===== src/rtl/overture_pkg.sv =====
// Overture shared definitions: datapath width, register count, select codes
// and the byte/select types used by the register file and its I/O stage.
package overture_pkg;

  localparam int OV_WIDTH    = 8;
  localparam int OV_NUM_REGS = 6;

  localparam logic [2:0] OV_SEL_IO   = 3'd6;  // input port (src) / output port (dst)
  localparam logic [2:0] OV_SEL_NONE = 3'd7;  // constant zero (src) / discard (dst)

  typedef logic [OV_WIDTH-1:0] ov_byte_t;
  typedef logic [2:0]          ov_sel_t;

endpackage


===== src/rtl/overture_regfile_if.sv =====
// Overture register-file bus: instruction read/write controls, register taps,
// input-port and output-port valid/ready handshakes, and the stall flag.
//   master : sequencer / environment side (drives selects, data, in_*, out_ready)
//   slave  : register file side (drives rd_data, taps, in_ready, out_*, stall)
interface overture_regfile_if;
  import overture_pkg::*;

  logic     rd_en;
  ov_sel_t  rd_src;
  logic     wr_en;
  ov_sel_t  wr_dst;
  ov_byte_t wr_data;
  ov_byte_t rd_data;
  ov_byte_t reg0;
  ov_byte_t reg1;
  ov_byte_t reg2;
  ov_byte_t reg3;
  ov_byte_t in_data;
  logic     in_valid;
  logic     in_ready;
  ov_byte_t out_data;
  logic     out_valid;
  logic     out_ready;
  logic     stall;

  modport master (
    output rd_en, rd_src, wr_en, wr_dst, wr_data, in_data, in_valid, out_ready,
    input  rd_data, reg0, reg1, reg2, reg3, in_ready, out_data, out_valid, stall
  );

  modport slave (
    input  rd_en, rd_src, wr_en, wr_dst, wr_data, in_data, in_valid, out_ready,
    output rd_data, reg0, reg1, reg2, reg3, in_ready, out_data, out_valid, stall
  );

endinterface


===== src/rtl/overture_out_buf.sv =====
// One-entry valid/ready output buffer for destination 6.
// Ports:
//   clk, rst   : clock and synchronous active-high reset
//   load       : committed write to the output port this cycle
//   load_data  : byte to load
//   out_ready  : consumer accepts out_data
//   out_data   : buffered byte
//   out_valid  : buffer full
module overture_out_buf
  import overture_pkg::*;
(
  input  logic     clk,
  input  logic     rst,
  input  logic     load,
  input  ov_byte_t load_data,
  input  logic     out_ready,
  output ov_byte_t out_data,
  output logic     out_valid
);

  ov_byte_t out_data_d, out_data_q;
  logic     out_valid_d, out_valid_q;

  // A load while full with out_ready=1 drains the old byte and loads the new
  // one in the same cycle, so load takes priority over the drain.
  always_comb begin
    out_data_d  = out_data_q;
    out_valid_d = out_valid_q;
    if (load) begin
      out_data_d  = load_data;
      out_valid_d = 1'b1;
    end else if (out_valid_q && out_ready) begin
      out_valid_d = 1'b0;
    end
  end

  always_ff @(posedge clk) begin
    if (rst) begin
      out_data_q  <= '0;
      out_valid_q <= 1'b0;
    end else begin
      out_data_q  <= out_data_d;
      out_valid_q <= out_valid_d;
    end
  end

  assign out_data  = out_data_q;
  assign out_valid = out_valid_q;

endmodule


===== src/rtl/overture_regfile.sv =====
// Overture register file and I/O stage: REG0-REG5, combinational source
// select, input port (source 6), buffered output port (destination 6) and
// the stall flag that holds the instruction while an I/O transfer is blocked.
// Ports:
//   clk, rst : clock and synchronous active-high reset
//   bus      : overture_regfile_if.slave (selects, data, taps, handshakes, stall)
module overture_regfile
  import overture_pkg::*;
#(
  parameter int WIDTH    = OV_WIDTH,
  parameter int NUM_REGS = OV_NUM_REGS
) (
  input  logic                clk,
  input  logic                rst,
  overture_regfile_if.slave   bus
);

  logic [WIDTH-1:0] regs_q [NUM_REGS];
  logic [WIDTH-1:0] regs_d [NUM_REGS];

  logic     rd_io, wr_io;
  logic     in_stall, out_stall, out_blocked, stall_c, commit;
  logic     reg_we, out_load;
  ov_byte_t rd_data_c;
  ov_byte_t out_data_w;
  logic     out_valid_w;

  assign rd_io = bus.rd_en && (bus.rd_src == OV_SEL_IO);
  assign wr_io = bus.wr_en && (bus.wr_dst == OV_SEL_IO);

  assign in_stall    = rd_io && !bus.in_valid;
  assign out_blocked = out_valid_w && !bus.out_ready;
  assign out_stall   = wr_io && out_blocked;
  assign stall_c     = in_stall || out_stall;
  assign commit      = !stall_c;

  // Consume the input byte only when the whole instruction commits.
  assign bus.in_ready = rd_io && bus.in_valid && !out_stall;

  assign reg_we   = bus.wr_en && commit;
  assign out_load = wr_io && commit;

  // Reads see the pre-edge register value; no write-to-read bypass.
  always_comb begin
    rd_data_c = '0;
    if (bus.rd_en) begin
      if (bus.rd_src == OV_SEL_IO) begin
        rd_data_c = bus.in_data;
      end else begin
        for (int i = 0; i < NUM_REGS; i++) begin
          if (bus.rd_src == ov_sel_t'(i)) rd_data_c = regs_q[i];
        end
      end
    end
  end

  always_comb begin
    for (int i = 0; i < NUM_REGS; i++) begin
      regs_d[i] = regs_q[i];
      if (reg_we && (bus.wr_dst == ov_sel_t'(i))) regs_d[i] = bus.wr_data;
    end
  end

  always_ff @(posedge clk) begin
    if (rst) begin
      for (int i = 0; i < NUM_REGS; i++) regs_q[i] <= '0;
    end else begin
      for (int i = 0; i < NUM_REGS; i++) regs_q[i] <= regs_d[i];
    end
  end

  overture_out_buf u_out_buf (
    .clk       (clk),
    .rst       (rst),
    .load      (out_load),
    .load_data (bus.wr_data),
    .out_ready (bus.out_ready),
    .out_data  (out_data_w),
    .out_valid (out_valid_w)
  );

  assign bus.rd_data   = rd_data_c;
  assign bus.stall     = stall_c;
  assign bus.out_data  = out_data_w;
  assign bus.out_valid = out_valid_w;
  assign bus.reg0      = regs_q[0];
  assign bus.reg1      = regs_q[1];
  assign bus.reg2      = regs_q[2];
  assign bus.reg3      = regs_q[3];

endmodule


===== src/flat_wrapper.sv =====
// flat-port wrapper written by rule: the top's interface ports become plain ports
module overture_regfile_flat import overture_pkg::*;
#(
  parameter int WIDTH    = OV_WIDTH,
  parameter int NUM_REGS = OV_NUM_REGS
)
  (clk, rst, bus_rd_en, bus_rd_src, bus_wr_en, bus_wr_dst, bus_wr_data, bus_in_data, bus_in_valid, bus_out_ready, bus_rd_data, bus_reg0, bus_reg1, bus_reg2, bus_reg3, bus_in_ready, bus_out_data, bus_out_valid, bus_stall);
  overture_regfile_if bus_i ();
  input  logic clk;
  input  logic rst;
  input wire logic [$bits(bus_i.rd_en)-1:0] bus_rd_en;
  input wire logic [$bits(bus_i.rd_src)-1:0] bus_rd_src;
  input wire logic [$bits(bus_i.wr_en)-1:0] bus_wr_en;
  input wire logic [$bits(bus_i.wr_dst)-1:0] bus_wr_dst;
  input wire logic [$bits(bus_i.wr_data)-1:0] bus_wr_data;
  input wire logic [$bits(bus_i.in_data)-1:0] bus_in_data;
  input wire logic [$bits(bus_i.in_valid)-1:0] bus_in_valid;
  input wire logic [$bits(bus_i.out_ready)-1:0] bus_out_ready;
  output wire logic [$bits(bus_i.rd_data)-1:0] bus_rd_data;
  output wire logic [$bits(bus_i.reg0)-1:0] bus_reg0;
  output wire logic [$bits(bus_i.reg1)-1:0] bus_reg1;
  output wire logic [$bits(bus_i.reg2)-1:0] bus_reg2;
  output wire logic [$bits(bus_i.reg3)-1:0] bus_reg3;
  output wire logic [$bits(bus_i.in_ready)-1:0] bus_in_ready;
  output wire logic [$bits(bus_i.out_data)-1:0] bus_out_data;
  output wire logic [$bits(bus_i.out_valid)-1:0] bus_out_valid;
  output wire logic [$bits(bus_i.stall)-1:0] bus_stall;
  assign bus_i.rd_en = bus_rd_en;
  assign bus_i.rd_src = bus_rd_src;
  assign bus_i.wr_en = bus_wr_en;
  assign bus_i.wr_dst = bus_wr_dst;
  assign bus_i.wr_data = bus_wr_data;
  assign bus_i.in_data = bus_in_data;
  assign bus_i.in_valid = bus_in_valid;
  assign bus_i.out_ready = bus_out_ready;
  assign bus_rd_data = bus_i.rd_data;
  assign bus_reg0 = bus_i.reg0;
  assign bus_reg1 = bus_i.reg1;
  assign bus_reg2 = bus_i.reg2;
  assign bus_reg3 = bus_i.reg3;
  assign bus_in_ready = bus_i.in_ready;
  assign bus_out_data = bus_i.out_data;
  assign bus_out_valid = bus_i.out_valid;
  assign bus_stall = bus_i.stall;
  overture_regfile #(.WIDTH(WIDTH), .NUM_REGS(NUM_REGS)) u_core (.clk(clk), .rst(rst), .bus(bus_i));
endmodule

===== config.mk =====
export PLATFORM = sky130hd
export DESIGN_NAME = overture_regfile_flat
export DESIGN_NICKNAME = d
export VERILOG_FILES = /design/src/rtl/overture_pkg.sv /design/src/rtl/overture_regfile_if.sv /design/src/rtl/overture_out_buf.sv /design/src/rtl/overture_regfile.sv /design/src/flat_wrapper.sv
export SDC_FILE = /design/constraint.sdc
export NUM_CORES = 1
export LEC_CHECK = 0
export BUFFER_PORTS_ARGS = -buffer_cell sky130_fd_sc_hd__buf_2
export CORE_MARGIN = 8
export CORE_UTILIZATION = 52
export DETAILED_ROUTE_END_ITERATION = 10
export MAX_ROUTING_LAYER = met4
export PLACE_DENSITY_LB_ADDON = 0.3
export RECOVER_POWER = 100
export SYNTH_ARGS = -nofsm -noshare
export SYNTH_HDL_FRONTEND = slang
export SYNTH_SLANG_ARGS = --single-unit
export TNS_END_PERCENT = 1

===== constraint.sdc =====
create_clock -name clk -period 1.6 [get_ports clk]
set_input_delay 0.32 -clock clk [delete_from_list [all_inputs] [get_ports clk]]
set_output_delay 0.32 -clock clk [all_outputs]
set_load 0.005 [all_outputs]

Word level (Yosys, flattened, before mapping):

Memories as Yosys holds them, arrays and structs flattened.
Index checks and enable logic that the tools add are counted.

* register bits: 9
* memory bits (writable): 48
* bits of input ports: 28
* output and inout port bits: 51
* word-level logic and storage cells: 70
* memories: 1

Memory list
* u_core.regs_q: depth 6, width 8, rd ports 6, clocked after memory_dff 0, wr ports 6, RTL line overture_regfile.sv:18 `logic [WIDTH-1:0] regs_q [NUM_REGS];`

* eq/ne operators: 12
* mux-type cells: 25
* bitwise gates (word level): 6
* reductions and logical operators: 24

Operators with widths (count)
* 2-to-1 mux 8 bit: 20
* == test 3 bit, second input constant: 6
* logical AND 1 bit: 16
* == test 3 x 2 -> 1 bit, second input constant: 4
* == test 3 x 1 -> 1 bit, second input constant: 2
* zero test 3 bit: 2
* bitwise OR 1 bit: 6
* 2-to-1 mux 1 bit: 5
* zero test 1 bit: 4
* nonzero test 2 bit: 1
* logical OR 1 bit: 1

Logic depth before layout (Yosys ltp):

* depth in word-level cells: 9
* depth in mapped cells: 6
* depth with buffers taken out: 4

Modules after synthesis:

Synthesis repeated with hierarchy kept, for this count alone.

* cells, all modules: 302
* area, all modules: 3098.0 um^2

Modules (own cells, without submodules)
* overture_regfile: times used 1, cells an instance 272, area an instance 2776.4 um^2, seq. area each 960.9 um^2
* overture_out_buf: times used 1, cells an instance 30, area an instance 321.6 um^2, seq. area each 180.2 um^2

Worst setup path after synthesis:

Ideal clock, no wire load.

* kind: input to output
* start point: in bus_rd_src[0]
* end point: out bus_rd_data[1]
* data arrival time: 1238 ps
* data required time: 1280 ps
* slack: 42 ps
* cell stages on the path: 5
* path buffers: 2
* path through: buf_6 clkbuf_1 mux2i_1 a22oi_1 and3_1

* longest elaborated chain between the ends: 9
* elaborated cells between the ends (all ways): 15
* classes of those cells: 6 x eq/ne; 8 x mux; 1 x reduce/logical

Ends and longest elaborated chain
* start: declaration: RTL line flat_wrapper.sv:12 `input wire logic [$bits(bus_i.rd_src)-1:0] bus_rd_src;`
* zero test 3 bit: RTL line overture_regfile.sv:51 `if (bus.rd_src == ov_sel_t'(i)) rd_data_c = regs_q[i];`
* 2-to-1 mux 8 bit (6 in series): RTL line overture_regfile.sv:51
* 2-to-1 mux 8 bit *: RTL line overture_regfile.sv:47 `if (bus.rd_src == OV_SEL_IO) begin`
* 2-to-1 mux 8 bit *: RTL line overture_regfile.sv:46 `if (bus.rd_en) begin`
* end: declaration: RTL line flat_wrapper.sv:19 `output wire logic [$bits(bus_i.rd_data)-1:0] bus_rd_data;`

Mark *: on every way between the ends. The rest lies on a longest branch, timed or not.

==> run_results.csv <==
group,metric,value,unit
grt,overflow,0,
grt,grt_max_degree,34,
detailed_routing,vias_per_cell,5.49,
detailed_routing,firstDrtPassIters,4,
cells_and_area,nets,398,
worst_setup_path,critPathSlowestCell,"mux4_2",
timing,final-setup-viol-count,25,
detailed_routing,drcViolationCount,0,
worst_setup_path,path_cells,"mux4_2, o21ai_2, a31oi_1, buf_2",
timing,hold_viol,0,
worst_setup_path,crit_type,"reg2out",
detailed_routing,routedWlPerCell,18.2,um
worst_setup_path,ff2ff_setup_slack,480,ps
cells_and_area,fin_util,0.718,
grt,track_usage,0.215,
synth,synthDistinctLibCells,29,
die,die-height,88.5,um
clock_network,path_clk_slew,60,ps
synth,syn_area_per_cell,10.1,um^2
synth,syn_area,2740,um^2
cells_and_area,insertedDiodeCount,0,
timing,clock_skew,2.90,ps
synth,syn_inst,271,
clock_network,h-tree-depth,3,
worst_setup_path,startpoint_type,"register",
worst_setup_path,critPathMaxStageDelay,480,ps
worst_setup_path,path_max_fanout,3,
clock_network,root_buffer,"clkbuf_8",
synth,ys_warn_count,0,
synth,synth_seq_area_share,0.417,
clock_network,post-cts-setup-buffers,0,
worst_setup_path,cp-end-kind,"output port",
worst_setup_path,cp.arrival,1480,ps
die,die_area,7840,um^2
worst_setup_path,critPathTopFamily,"multiplexers",
timing,tns,-1960,ps
die,rows,26,
timing,fin_ws,-195,ps
clock_network,cts_tree,"done",
cells_and_area,fin_cells,445,
detailed_routing,routed_wl,8.09,mm
grt,grt_antenna_before_repair,0,
placed_design,dp_hpwl,5.82,mm
placed_design,io_buffers,78,
die,core_region_area,5110,um^2
pwr,peakVddDrop,0.000657,V
timing,slew-limit-headroom,0.719,
detailed_routing,ant_nets,0,
die,die_w,88.5,um
die,io_pins,79,
placed_design,place_congestion,0.914,
detailed_routing,dr.first_iter.drc_count,139,
pwr,power.density,892,nW/um^2
timing,timing.final.crit_share,1.12,
pwr,p_total,0.00327,W
cells_and_area,drive_gt1_frac,0.357,
job,maxCapViolations,0,
status,violations,"setup timing",
timing,rsz0062_at_grt,"yes",
clock_network,cts_hold_buf,0,
status,outcome,"complete, but fails checks",
clock_network,cts_inserted_buffers,9,
placed_design,postPlaceCellArea,3440,um^2
clock_network,cts_sinks,57,
synth,synth_nets,299,
worst_hold_path,hold_path.class,"in2reg",
cells_and_area,syn_to_final_growth,34.0,%
pwr,p_leak,1.98,nW
worst_setup_path,worst-path-buf-inv,1,
placed_design,placed_cells,429,
synth,ys_seq_elements,57,
timing,max_freq,557,MHz
grt,grt_pass1_vias,2417,
detailed_routing,vias,2444,
worst_setup_path,cp.required,1280,ps
clock_network,clk_latency,330,ps
die,initial_utilization,0.536,
timing,finalMaxSlewViolations,0,
timing,worst_pin_slew,421,ps
cells_and_area,fin_area,3660,um^2
grt,grt_pass1_wl,12.3,mm
timing,period_needed,1800,ps
clock_network,ctsLongestPathBuffers,2,
[worst paths after layout]
kind | startpoint | end | cells after the start
worst max register to register | u_core.u_out_buf.out_valid$_SDFFE_PP0P_ | u_core.u_out_buf.out_data[4]$_SDFFE_PP0P_ | 5
worst min register to register | u_core.regs_q[4][4]$_SDFFE_PP0P_ | u_core.regs_q[4][4]$_SDFFE_PP0P_ | 2
worst max-delay path | u_core.regs_q[3][4]$_SDFFE_PP0P_ | bus_rd_data[4] | 4
worst min-delay path | bus_out_ready | u_core.u_out_buf.out_valid$_SDFFE_PP0P_ | 3
[cells in the final DEF (no fill, tap or decap)]
cell type,Yosys,routed
o21bai_1,1,1
o21ai_4,1,1
o2111ai_4,4,4
clkbuf_2,0,2
dfxtp_1,57,55
nor3b_2,0,1
clkbuf_8,0,17
a21boi_0,7,7
o211ai_2,0,1
buf_2,2,58
dfxtp_2,0,2
nor2_1,65,64
a21oi_1,1,1
nor2b_1,2,1
mux2_2,8,7
a31oi_1,1,1
clkinv_2,0,1
mux2i_1,63,63
nor2b_2,0,1
and4b_1,2,2
buf_12,0,5
clkbuf_1,11,18
buf_1,0,1
buf_4,1,18
nand4b_4,1,1
or2_2,1,1
o211ai_4,2,1
a22oi_1,7,7
mux4_2,1,1
o21ai_2,0,1
nand2b_4,0,2
mux2_4,0,1
o21ai_0,9,8
nand3b_1,1,1
nor2_2,0,1
o22ai_2,0,6
and3_1,7,7
nand2_1,1,1
inv_1,3,3
o22ai_4,0,1
[through the flow]
stage               hold WS [ps]  worst slack, ps
finish                       296             -195
global route                 306             -237
CTS                          325             -193
detailed placement           483             -254
global placement             471             -210
floorplan                    458             42.1
[synth_stat cells]
master | instances | area share
mux4_2 | 1 | 0.0082
dfxtp_1 | 57 | 0.42
inv_1 | 3 | 0.0041
o211ai_4 | 2 | 0.016
buf_6 | 2 | 0.0082
nor2_1 | 65 | 0.089
mux2_2 | 8 | 0.033
or2_2 | 1 | 0.0023
o2111ai_4 | 4 | 0.038
buf_4 | 1 | 0.0027
buf_2 | 2 | 0.0037
a31oi_1 | 1 | 0.0023
mux2i_1 | 63 | 0.23
and3_1 | 7 | 0.016
o21ai_0 | 9 | 0.016
nand3b_1 | 1 | 0.0027
clkbuf_1 | 11 | 0.015
o21bai_1 | 1 | 0.0027
and4b_1 | 2 | 0.0073
o22ai_1 | 7 | 0.016
nor3b_1 | 1 | 0.0027
nand4b_4 | 1 | 0.0087
nand2b_1 | 2 | 0.0046
a21boi_0 | 7 | 0.019
o21ai_4 | 1 | 0.0059
a21oi_1 | 1 | 0.0018
a22oi_1 | 7 | 0.019
nand2_1 | 1 | 0.0014
nor2b_1 | 2 | 0.0046
[registers in the layout, indices dropped and copies added (netlist names)]
signal                      cells
u_core.u_out_buf.out_data       8
u_core.regs_q                  48
u_core.u_out_buf.out_valid      1
[cells by family (layout without fill, tap and decap cells)]
| group | after synthesis | count (layout) | synth area share |
|---|---|---|---|
| compound gates | 40 | 40 | 0.138 |
| flops | 57 | 57 | 0.417 |
| simple gates | 83 | 83 | 0.140 |
| mux | 72 | 72 | 0.272 |
| buf+inv | 19 | 123 | 0.0339 |
[power breakdown]
group          switching (W)  internal, W
registers          0.0000232      0.00145
clock network       0.000544     0.000814
logic               0.000235     0.000203
[area by class of cell]
| class | count | area, um^2 |
|---|---|---|
| inverter | 3 | 11.3 |
| sequential | 57 | 1140 |
| multi-input combinational | 195 | 1580 |
| fill | 401 | 1440 |
| timing repair buffer | 104 | 634 |
| clock buffer | 15 | 206 |
| clock inverter | 1 | 5.00 |
| tap | 70 | 87.6 |
[per-layer routing]
layer | GRT usage | vias to the layer above | wire length [um]
li1 | - | 1159 | -
met1 | 0.260 | 1164 | 3500
met2 | 0.325 | 103 | 3670
met3 | 0.0539 | 18 | 684
met4 | 0.111 | 0 | 231
met5 | - | - | 0
[tightest hold or removal path, cell delays in order]
cell and delay [ps]:
buf_2 80, nand2b_4 130, a21oi_1 50
[what timing repair did]
item,CTS,global route
gates resized for setup,22,5
pin swaps,20,0
endpoints found under the hold margin,0,0
setup endpoints to repair,9,10
(Power assumes the default switching activity.)
